===== src/rtl/mem_sram_ctrl.sv =====
// mem_sram_ctrl -- MEM-stage controller for a 16-bit off-chip SRAM.
// Each 32-bit access runs as two halfword phases (LOW, then HIGH).
// Each phase lasts WAIT cycles. ready stays low for the whole access so the
// pipeline freezes.
//
// Ports:
//   clk, rst           clock; asynchronous active-high reset
//   rd_en, wr_en       load / store request, held until ready
//   address            byte address (BASE maps to SRAM word 0)
//   write_data         store data
//   read_data          registered load data, valid from the DONE cycle
//   ready              MEM stage may advance
//   sram_addr          SRAM halfword address
//   sram_dq_o/_i/_oe   SRAM data bus out / in / drive enable
//   sram_we_n          SRAM write strobe, active-low
module mem_sram_ctrl #(
   parameter int          WAIT = 4,
   parameter logic [31:0] BASE = 32'd1024
) (
   input  logic        clk,
   input  logic        rst,
   input  logic        rd_en,
   input  logic        wr_en,
   input  logic [31:0] address,
   input  logic [31:0] write_data,
   output logic [31:0] read_data,
   output logic        ready,
   output logic [17:0] sram_addr,
   output logic [15:0] sram_dq_o,
   input  logic [15:0] sram_dq_i,
   output logic        sram_dq_oe,
   output logic        sram_we_n
);

   typedef enum logic [1:0] {IDLE, LOW, HIGH, DONE} state_t;

   state_t      state, state_nx;
   logic [3:0]  cnt, cnt_nx;
   logic        op_wr;
   logic [31:0] wdata_q;
   logic [16:0] widx_q;
   logic        hi_q;

   logic        req, last, active;
   logic [31:0] off;
   logic        unused_off;

   assign req  = rd_en | wr_en;
   assign last = (cnt == 4'(WAIT - 1));
   assign off  = address - BASE;
   // Word index keeps only 17 bits; higher bits wrap silently.
   assign unused_off = ^{off[31:19], off[1:0]};

   always_comb begin
      state_nx = state;
      cnt_nx   = cnt;
      case (state)
         IDLE: if (req) begin
            state_nx = LOW;
            cnt_nx   = 4'd0;
         end
         LOW, HIGH: begin
            if (last) begin
               state_nx = (state == LOW) ? HIGH : DONE;
               cnt_nx   = 4'd0;
            end else begin
               cnt_nx = cnt + 4'd1;
            end
         end
         DONE: state_nx = IDLE;
         default: state_nx = IDLE;
      endcase
   end

   always_ff @(posedge clk or posedge rst) begin
      if (rst) begin
         state     <= IDLE;
         cnt       <= 4'd0;
         op_wr     <= 1'b0;
         wdata_q   <= 32'd0;
         widx_q    <= 17'd0;
         hi_q      <= 1'b0;
         read_data <= 32'd0;
      end else begin
         state <= state_nx;
         cnt   <= cnt_nx;
         if (state == IDLE && req) begin
            op_wr   <= wr_en;            // both strobes high -> write
            wdata_q <= write_data;
            widx_q  <= off[18:2];
            hi_q    <= 1'b0;
         end
         if (state == LOW && last) begin
            hi_q <= 1'b1;
            if (!op_wr) read_data[15:0] <= sram_dq_i;
         end
         if (state == HIGH && last && !op_wr)
            read_data[31:16] <= sram_dq_i;
      end
   end

   // sram_addr comes straight from registers, so it holds through IDLE/DONE.
   assign sram_addr  = {widx_q, hi_q};
   assign active     = (state == LOW) || (state == HIGH);
   assign sram_dq_oe = active & op_wr;
   // WE rises on the last cycle of each phase while address/data stay put.
   assign sram_we_n  = ~(active & op_wr & ~last);
   assign sram_dq_o  = !(active && op_wr) ? 16'd0 :
                       (state == HIGH)    ? wdata_q[31:16] : wdata_q[15:0];
   assign ready      = ((state == IDLE) && !req) || (state == DONE);

endmodule


===== config.mk =====
export PLATFORM = sky130hd
export DESIGN_NAME = mem_sram_ctrl
export DESIGN_NICKNAME = d
export VERILOG_FILES = /design/src/rtl/mem_sram_ctrl.sv
export SDC_FILE = /design/constraint.sdc
export NUM_CORES = 1
export LEC_CHECK = 0
export ABC_AREA = 1
export CAP_MARGIN = 25
export CORE_MARGIN = 1
export CORE_UTILIZATION = 30
export CTS_CLUSTER_DIAMETER = 40
export CTS_CLUSTER_SIZE = 24
export DETAILED_ROUTE_END_ITERATION = 7
export PLACE_DENSITY = 0.61
export SYNTH_ARGS = -nofsm -noshare
export SYNTH_HDL_FRONTEND = slang
export SYNTH_SLANG_ARGS = --single-unit

===== constraint.sdc =====
create_clock -name clk -period 2.9 [get_ports clk]
set_clock_uncertainty 0.1 [all_clocks]
set_input_delay 0.58 -clock clk [delete_from_list [all_inputs] [get_ports clk]]
set_output_delay 0.58 -clock clk [all_outputs]
set_load 0.02 [all_outputs]

Word-level counts from Yosys, hierarchy flattened
Cells that the tools add are included.

storage, ports and cells
  output and inout bits = 69
  flip-flop bits (word level) = 89
  bits in latches = 0
  memory bits (read-only) = 0
  input bits = 84
  RAM bits = 0
  word-level logic and storage cells = 50
  memories = 0

cells by class
  add/sub/neg operators = 2
  div/mod/pow operators = 0
  reduce and logical (&&, ||, !) cells = 17
  multiply operators = 0
  eq/ne operators = 6
  magnitude comparators = 0
  bitwise operators = 6
  multiplexer cells = 11
  shift operators = 0

operators with widths
  cell                    count
  $mux 16                 2
  $sub 19x11->19 const B  1
  $mux 4                  2
  $pmux 4 s2              1
  $logic_and 1x1->1       6
  $pmux 2 s3              1
  $reduce_and 2->1        3
  $add 4x1->4 const B     1
  $eq 2x2->1 const B      2
  $eq 4x2->1 const B      1
  $mux 2                  2
  $ne 2x2->1 const B      2
  $reduce_bool 2->1       2
  $mux 1                  3
  $not 1->1               3
  $and 1x1->1             2
  $eq 2x1->1 const B      1
  $logic_not 1->1         2
  $logic_not 2->1         1
  $logic_or 1x1->1        2
  $reduce_or 2->1         1
  $or 1x1->1              1

Logic depth before layout (Yosys ltp)
Gate-level depths: netlist of run 1.

  depth after elaboration = 5
  depth in mapped cells = 8
  depth with buffers taken out = 7

Least setup slack after synthesis of run 1
OpenSTA, ideal clock, no wires.

  path type = register to output
  start = reg state[0]
  end = out sram_dq_o[10]
  arrival time = 1.517 ns
  required time = 2.220 ns
  path buffers = 2
  path slack = 0.703 ns
  cell stages (with the launch flop) = 7
  cell sequence = dfrtp_1 inv_1 ha_1 buf_2 nand2_1 buf_2 a21oi_1

between the ends
  cells in the longest elaborated chain, start to end = 4

RTL lines
  element                                          RTL line  source
  start: declaration                               37        state_t state, state_nx;
  start signal: assignment                         85        state <= state_nx;
  $eq 2x1->1 / $eq 2x2->1 (equally long branches)  104, 109
  $logic_or 1x1->1                                 104       assign active = (state == LOW) || (state == HIGH);
  $logic_and 1x1->1                                108       assign sram_dq_o = !(active && op_wr) ? 16'd0 :
  $mux 16 *                                        108
  end: declaration                                 29        output logic [15:0] sram_dq_o,

Every way passes the cells marked *; elsewhere a longest branch is shown, timed or not.

Worst setup path in the final report of run 1
  start = reg state[1]
  end = out sram_dq_oe

between the ends
  cells in the longest elaborated chain, start to end = 3

RTL lines
  element                                          RTL line  source
  $eq 2x1->1 / $eq 2x2->1 (equally long branches)  104
  $logic_or 1x1->1 *                               104
  $and 1x1->1 *                                    105       assign sram_dq_oe = active & op_wr;
  end: declaration                                 31        output logic sram_dq_oe,

Marks and branches as above.

==> metrics.md, run 1 <==
| Metric | Value |
|---|---|
| Result of the run | `finished clean` |
| Max Fclk | `366.5 MHz` |
| Number of max-cap violations | `0` |
| Number of routed nets with antenna violations | `0` |
| Worst-Skew Late Latency | `0.34 ns` |
| Die outline area | `0.01360 mm²` |
| Total of buffers placed on input and output ports | `137` |
| Critical Path Source Type | `flop` |
| Initial antenna violation count | `0` |
| Antenna cell count | `0` |
| Gate Count Post-Synth | `481` |
| Clock network fraction of design power | `18.2%` |
| Count of pins over their slew limit | `0` |
| Vias after detailed routing | `3469` |
| Syn nets | `571` |
| Layout overhead on the synthesized area | `49.08%` |
| Final cycle utilization of the critical path | `94.08%` |
| CTS tree | `built` |
| Worst hold-check path type | `flop to flop` |
| Clock root buffer | `sky130_fd_sc_hd__clkbuf_16` |
| RSZ-0062 raised after global routing | `false` |
| Final Util | `46.18%` |
| Pin count of the biggest net entering global routing | `42` |
| Worst vdd ir | `0.5171 mV` |
| Final Net Count | `706` |
| Most common cell after layout, fill and taps aside | `sky130_fd_sc_hd__nand2_1` |
| GRT Util Overall | `16.25%` |
| Final hold violation count | `0` |
| Number of failing setup endpoints in the final timing report | `0` |
| Core Region | `0.01272 mm²` |
| DRC violation total after the first TritonRoute iteration | `138` |
| Final-layout setup total negative slack | `0 ns` |
| Portion of total power attributed to combinational logic | `48.5%` |
| Pwr per Cell Area | `1120 mW/mm²` |
| Ratio of routed vias to standard cells | `4.375` |
| H-tree levels | `3` |
| Min Tclk post-route | `2.728 ns` |
| CTS Buffer Depth | `2` |
| Number of clock buffers inserted by TritonCTS | `9` |
| Largest fanout on the critical path | `17` |
| Die H | `116.6 µm` |
| Worst Hold Depth | `2` |
| Last weighted congestion value of the routability-driven placer | `0.7183` |
| Starting density of the core | `30.98%` |
| Synthesis warning total | `0` |
| Layout cell share with drive strength beyond 1 | `5.797%` |
| Aggregate global routing overflow | `0` |
| Sequential area share after synthesis | `56.51%` |
| Clock slew at the register clock pins of the worst setup and hold paths | `0.06 ns` |
| Number of flip-flops and latches in the synthesized netlist | `89` |
| Final routed DRC violation total | `0` |
| Leakage power summed over all cells | `3.124 nW` |
| Horizontal die dimension | `116.6 µm` |
| TritonCTS sink count | `89` |
| Worst endpoint data arrival time | `2.05 ns` |
| R2R cell count | `5` |
| Sequential Power Share | `33.3%` |
| Tightest Pin Transition | `0.9059 ns` |
| Worst setup path category | `flop to output pin` |
| Relative slew slack | `39.46%` |
| Final HPWL DP | `7.107 mm` |
| Post-synthesis area per instance | `8.194 µm²` |
| WL final | `10.23 mm` |
| Sort of element at the end of the critical path | `output pin` |
| Sw frac | `39.47%` |
| Site Rows | `41` |
| Post CTS Setup Buffer Count | `0` |
| Cell variety after synth | `20` |
| Via count of the first global-routing pass | `3535` |
| Number of top-level design ports | `153` |
| Post-synthesis instance area | `0.003941 mm²` |
| Leading cell types in the layout, fill and taps excluded | `sky130_fd_sc_hd__nand2_1, sky130_fd_sc_hd__clkdlybuf4s50_1, sky130_fd_sc_hd__dfrtp_1, sky130_fd_sc_hd__inv_1, sky130_fd_sc_hd__o21ai_1` |
| First-pass DRT Iterations | `4` |
| Required time of the worst setup path | `2.22 ns` |
| Average routed wire per standard cell | `12.89 µm` |
| First-pass GRT wire length | `17.02 mm` |
| Net switching power of the design | `2.597 mW` |
| Int Pwr | `3.984 mW` |
==> power groups by stage <==
stage,logic [mW],registers [mW],clock network (mW)
2_1_floorplan,1.39,2.57,0
3_3_place_gp,3.21,2.18,0
3_5_place_dp,3.27,2.20,0
4_1_cts,3.27,2.20,1.25
5_1_grt,3.55,2.26,1.30
6_report,3.19,2.19,1.20
==> metal layers <==
layer,vias up,global-route usage (%),part of all wire (%)
met5,-,0,0
met4,0,6.582,1.4
li1,1757,-,-
met3,11,5.501,8.2
met1,1600,21.07,46
met2,101,24.89,44
==> worst max-delay path: stages (launching register included) <==
cell and delay [ns]:
sky130_fd_sc_hd__dfrtp_1 0.40, sky130_fd_sc_hd__inv_1 0.08, sky130_fd_sc_hd__ha_1 0.30, sky130_fd_sc_hd__nand2_1 0.09, sky130_fd_sc_hd__buf_12 0.16, sky130_fd_sc_hd__inv_1 0.07
sky130_fd_sc_hd__clkdlybuf4s50_1 0.61
==> Yosys cell counts <==
| cell | instances | area [µm²] |
|---|---|---|
| sky130_fd_sc_hd__nand2_1 | 228 | 855.8 |
| sky130_fd_sc_hd__dfrtp_1 | 89 | 2227 |
| sky130_fd_sc_hd__inv_1 | 39 | 146.4 |
| sky130_fd_sc_hd__o21ai_1 | 28 | 140.1 |
| sky130_fd_sc_hd__buf_2 | 21 | 105.1 |
| sky130_fd_sc_hd__a21oi_1 | 18 | 90.09 |
| sky130_fd_sc_hd__nor2_1 | 12 | 45.04 |
| sky130_fd_sc_hd__o21ai_0 | 11 | 55.05 |
| sky130_fd_sc_hd__nand3_1 | 10 | 50.05 |
| sky130_fd_sc_hd__o21ai_2 | 7 | 61.31 |
| sky130_fd_sc_hd__ha_1 | 6 | 75.07 |
| sky130_fd_sc_hd__a31oi_1 | 2 | 12.51 |
| sky130_fd_sc_hd__nand4_1 | 2 | 12.51 |
| sky130_fd_sc_hd__nand4_2 | 2 | 25.02 |
| sky130_fd_sc_hd__buf_4 | 1 | 7.510 |
| sky130_fd_sc_hd__inv_2 | 1 | 3.750 |
| sky130_fd_sc_hd__nor2_2 | 1 | 6.260 |
| sky130_fd_sc_hd__o21bai_1 | 1 | 7.510 |
| sky130_fd_sc_hd__or2_2 | 1 | 6.260 |
| sky130_fd_sc_hd__xor2_1 | 1 | 8.760 |
==> through the flow <==
| step | total power [mW] | std cells | hold slack (ns) | instance area [µm²] | setup slack (ns) |
|---|---|---|---|---|---|
| after floorplan | 3.966 | 481 | 0.3487 | 3945 | 0.7034 |
| after global placement | 5.387 | 777 | 0.3619 | 5532 | 0.2234 |
| after detailed placement | 5.469 | 777 | 0.3660 | 5532 | 0.1826 |
| after CTS | 6.713 | 793 | 0.3828 | 5838 | 0.0004015 |
| after global routing | 7.109 | 793 | 0.3943 | 5876 | 0.04071 |
| final | 6.581 | 793 | 0.3790 | 5876 | 0.1716 |
==> area by class of cell <==
cell class	count	area [µm²]
Fill cell	1294	6847
Sequential cell	89	2227
Timing Repair Buffer	146	1511
Multi-Input combinational cell	330	1459
Clock buffer	14	274.0
Tap cell	172	215.2
Inverter	40	153.9
Clock inverter	2	35.03
==> final timing paths <==
kind,startpoint,to,slack (ns)
worst max-delay path,state[1],sram_dq_oe,0.17
max in group asynchronous,rst,wdata_q[26],1.42
worst max register to register,state[0],read_data[31],0.62
worst min register to register,wdata_q[17],wdata_q[17],0.38
worst min-delay path,wdata_q[17],wdata_q[17],0.38
min in group asynchronous,rst,cnt[0],0.57
==> state kept, by name (all words and copies together), names as in the netlist <==
signal	cells
hi_q	1
widx_q	17
op_wr	1
wdata_q	32
state	2
read_data	32
cnt	4
==> timing repair <==
item | in CTS | in global routing
endpoints found under the hold margin | 0 | 0
pin swaps | 0 | 0
setup endpoints to repair | 2 | 15
hold buffers | 0 | 0
resized for setup | 2 | 15
==> cell families after synthesis <==
group / Yosys count / synth area share (%)
adder cells (fa/ha/maj): 6 / 1.905
XOR/XNOR: 1 / 0.2223
buffers and inverters: 62 / 6.667
AND/OR/NAND/NOR: 256 / 25.40
AO/OA/AOI/OAI: 67 / 9.302
flip-flops: 89 / 56.51
No activity file was read; power rests on OpenSTA's default activity.
==> run 2: changes to the inputs <==
- clock period: 2.9 -> 2.2 ns (I/O delays scaled with it)
==> run 2 against run 1 <==
  * The run now ends with setup timing left
  * Via count increased by 1.1%
  * Core utilization increased by 0.57 points
  * Die area unchanged
  * Final cell count increased by 1.6%
  * Largest power group unchanged
==> metrics.md, run 2 (synthesis gave the netlist of run 1 again) <==
| Metric | Value |
|---|---|
| Result of the run | `finished, violations left (was finished clean)` |
| Violations in the final reports | `setup timing` |
| Die outline area | `0.01360 mm² (unchanged)` |
| Worst endpoint data arrival time | `1.66 ns (was 2.05 ns)` |
| Via count of the first global-routing pass | `3583 (was 3535)` |
| Critical Path Source Type | `flop (unchanged)` |
| Pin count of the biggest net entering global routing | `40 (was 42)` |
| Clock root buffer | `sky130_fd_sc_hd__clkbuf_16 (unchanged)` |
| Initial antenna violation count | `0 (unchanged)` |
| Cell at the slowest stage of the critical path | `sky130_fd_sc_hd__dfrtp_1 (was sky130_fd_sc_hd__clkdlybuf4s50_1)` |
| Worst vdd ir | `0.6781 mV (was 0.5171 mV)` |
| RSZ-0062 raised after global routing | `true (was false)` |
| Starting density of the core | `30.98% (unchanged)` |
| Final routed DRC violation total | `0 (unchanged)` |
| Number of clock buffers inserted by TritonCTS | `9 (unchanged)` |
| Largest fanout on the critical path | `16 (was 17)` |
| Instance count on the critical path | `6 (unchanged)` |
| WL final | `10.46 mm (was 10.23 mm)` |
| Average routed wire per standard cell | `12.98 µm (was 12.89 µm)` |
| Worst hold-check path type | `input pin to asynchronous set/reset pin (was flop to flop)` |
| Aggregate global routing overflow | `0 (unchanged)` |
| Tightest Pin Transition | `0.4848 ns (was 0.9059 ns)` |
| Layout cell share with drive strength beyond 1 | `12.15% (was 5.797%)` |
| Last weighted congestion value of the routability-driven placer | `0.7372 (was 0.7183)` |
| R2R cell count | `5 (unchanged)` |
| CP max stage delay | `0.42 ns (was 0.61 ns)` |
| Leakage power summed over all cells | `2.945 nW (was 3.124 nW)` |
| CTS tree | `built (unchanged)` |
| Final hold violation count | `0 (unchanged)` |
| Number of buffer and inverter stages on the critical path | `3 (was 4)` |
| TritonCTS sink count | `89 (unchanged)` |
| Die H | `116.6 µm (unchanged)` |
| Number of routed nets with antenna violations | `0 (unchanged)` |
| Final cycle utilization of the critical path | `100.0%` |
| Top Family by Delay on Critical Path | `flip-flops (was buffers and inverters)` |
| Horizontal die dimension | `116.6 µm (unchanged)` |
| Pwr per Cell Area | `1480 mW/mm² (was 1120 mW/mm²)` |
| Core Region | `0.01272 mm² (unchanged)` |
| Min Tclk post-route | `2.200 ns` |
| Filler-free cell count of the finished design | `806 (was 793)` |
| Layout overhead on the synthesized area | `50.92% (was 49.08%)` |
| Total power | `8.806 mW (was 6.581 mW)` |
| Final Net Count | `719 (was 706)` |
| Critical-path cell list | `inv_2 -> ha_4 -> nand2_2 -> buf_12 -> a21oi_1 -> buf_4 (was inv_1 -> ha_1 -> nand2_1 -> buf_12 -> inv_1 -> clkdlybuf4s50_1)` |
| First-pass DRT Iterations | `4 (unchanged)` |
| Count of pins over their slew limit | `0 (unchanged)` |
| Filler Cell Count | `1286 (was 1294)` |
| Total of buffers placed on input and output ports | `137 (unchanged)` |
| Number of top-level design ports | `153 (unchanged)` |
| Number of max-cap violations | `0 (unchanged)` |
| CTS Buffer Depth | `2 (unchanged)` |
| Placed cell count | `789 (was 777)` |
| Worst-Skew Late Latency | `0.34 ns (about the same)` |
| Site Rows | `41 (unchanged)` |
| Minimum setup slack after placement | `-0.1277 ns (was 0.1826 ns)` |
| Final HPWL DP | `7.244 mm (was 7.107 mm)` |
| Worst setup path category | `flop to output pin (unchanged)` |
| Final Util | `46.75% (was 46.18%)` |
| PnR worst setup slack | `-0.0001189 ns (was 0.1716 ns)` |
| Clock slew at the register clock pins of the worst setup and hold paths | `0.07 ns (was 0.06 ns)` |
| Antenna cell count | `0 (unchanged)` |
| Sort of element at the end of the critical path | `output pin (unchanged)` |
| Relative slew slack | `67.62% (was 39.46%)` |
| DRC violation total after the first TritonRoute iteration | `252 (was 138)` |
| Most common cell after layout, fill and taps aside | `sky130_fd_sc_hd__nand2_1 (unchanged)` |
| Leading registers by flop count | `read_data (32), wdata_q (32), widx_q (17) (unchanged)` |
| First-pass GRT wire length | `17.02 mm (about the same)` |
| Ratio of routed vias to standard cells | `4.352 (was 4.375)` |
| Max Fclk | `454.5 MHz` |
| Hold bufs inserted after CTS | `0 (unchanged)` |
| Number of failing setup endpoints in the final timing report | `1 (was 0)` |
| Vias after detailed routing | `3508 (was 3469)` |
| GRT Util Overall | `16.23% (was 16.25%)` |
| Leading cell types in the layout, fill and taps excluded | `sky130_fd_sc_hd__nand2_1, sky130_fd_sc_hd__clkdlybuf4s50_1, sky130_fd_sc_hd__dfrtp_1, sky130_fd_sc_hd__inv_1, sky130_fd_sc_hd__buf_4 (was sky130_fd_sc_hd__nand2_1, sky130_fd_sc_hd__clkdlybuf4s50_1, sky130_fd_sc_hd__dfrtp_1, sky130_fd_sc_hd__inv_1, sky130_fd_sc_hd__o21ai_1)` |
| Final-layout setup total negative slack | `-0.0001189 ns (was 0 ns)` |
| H-tree levels | `3 (unchanged)` |
| Required time of the worst setup path | `1.66 ns (was 2.22 ns)` |
run 2: through the flow:
step | cell area (µm²) | hold slack, ns
detailed placement | 5647 | 0.3658
global route | 5948 | 0.4012
CTS | 5871 | 0.3662
global placement | 5647 | 0.3625
finish | 5948 | 0.3665
floorplan | 3945 | 0.3487
run 2: per-layer routing:
metal	part of all wire [%]	up-vias	global-route usage (%)
met5	0	-	0
met4	1.4	0	6.076
met3	8.8	11	5.449
met2	46	100	26.55
met1	44	1608	19.87
li1	-	1789	-
run 2: timing repair:
action,4_1_cts,5_1_grt
setup endpoints to repair,19,33
cloned,0,0
buffers inserted,0,1
endpoints found under the hold margin,0,0
resized for setup,74,28
run 2: worst paths after layout:
kind	from	to	slack, ns
setup / recovery	state[1]	sram_dq_o[0]	-0.0001
hold / removal	rst	read_data[19]	0.37
setup reg to reg	state[1]	read_data[11]	0.42
hold reg to reg	wdata_q[25]	wdata_q[25]	0.38
max in group asynchronous	rst	wdata_q[4]	1.10
min in group clk	wdata_q[25]	wdata_q[25]	0.38
run 2: final cells by class:
type / count / area [µm²] / share of cell area, %
Inverter: 40 / 153.9 / 2.587
Multi-Input combinational cell: 330 / 1510 / 25.39
Timing Repair Buffer: 159 / 1562 / 26.25
Tap cell: 172 / 215.2 / 3.618
Clock buffer: 11 / 242.7 / 4.081
Clock inverter: 5 / 37.54 / 0.6310
Sequential cell: 89 / 2227 / 37.44
run 2: where the power goes:
group          internal (mW)  total, mW  switching (mW)
registers               2.44       2.89           0.447
clock network          0.803       1.45           0.651
logic                   1.98       4.47            2.49
total                   5.22       8.81            3.59
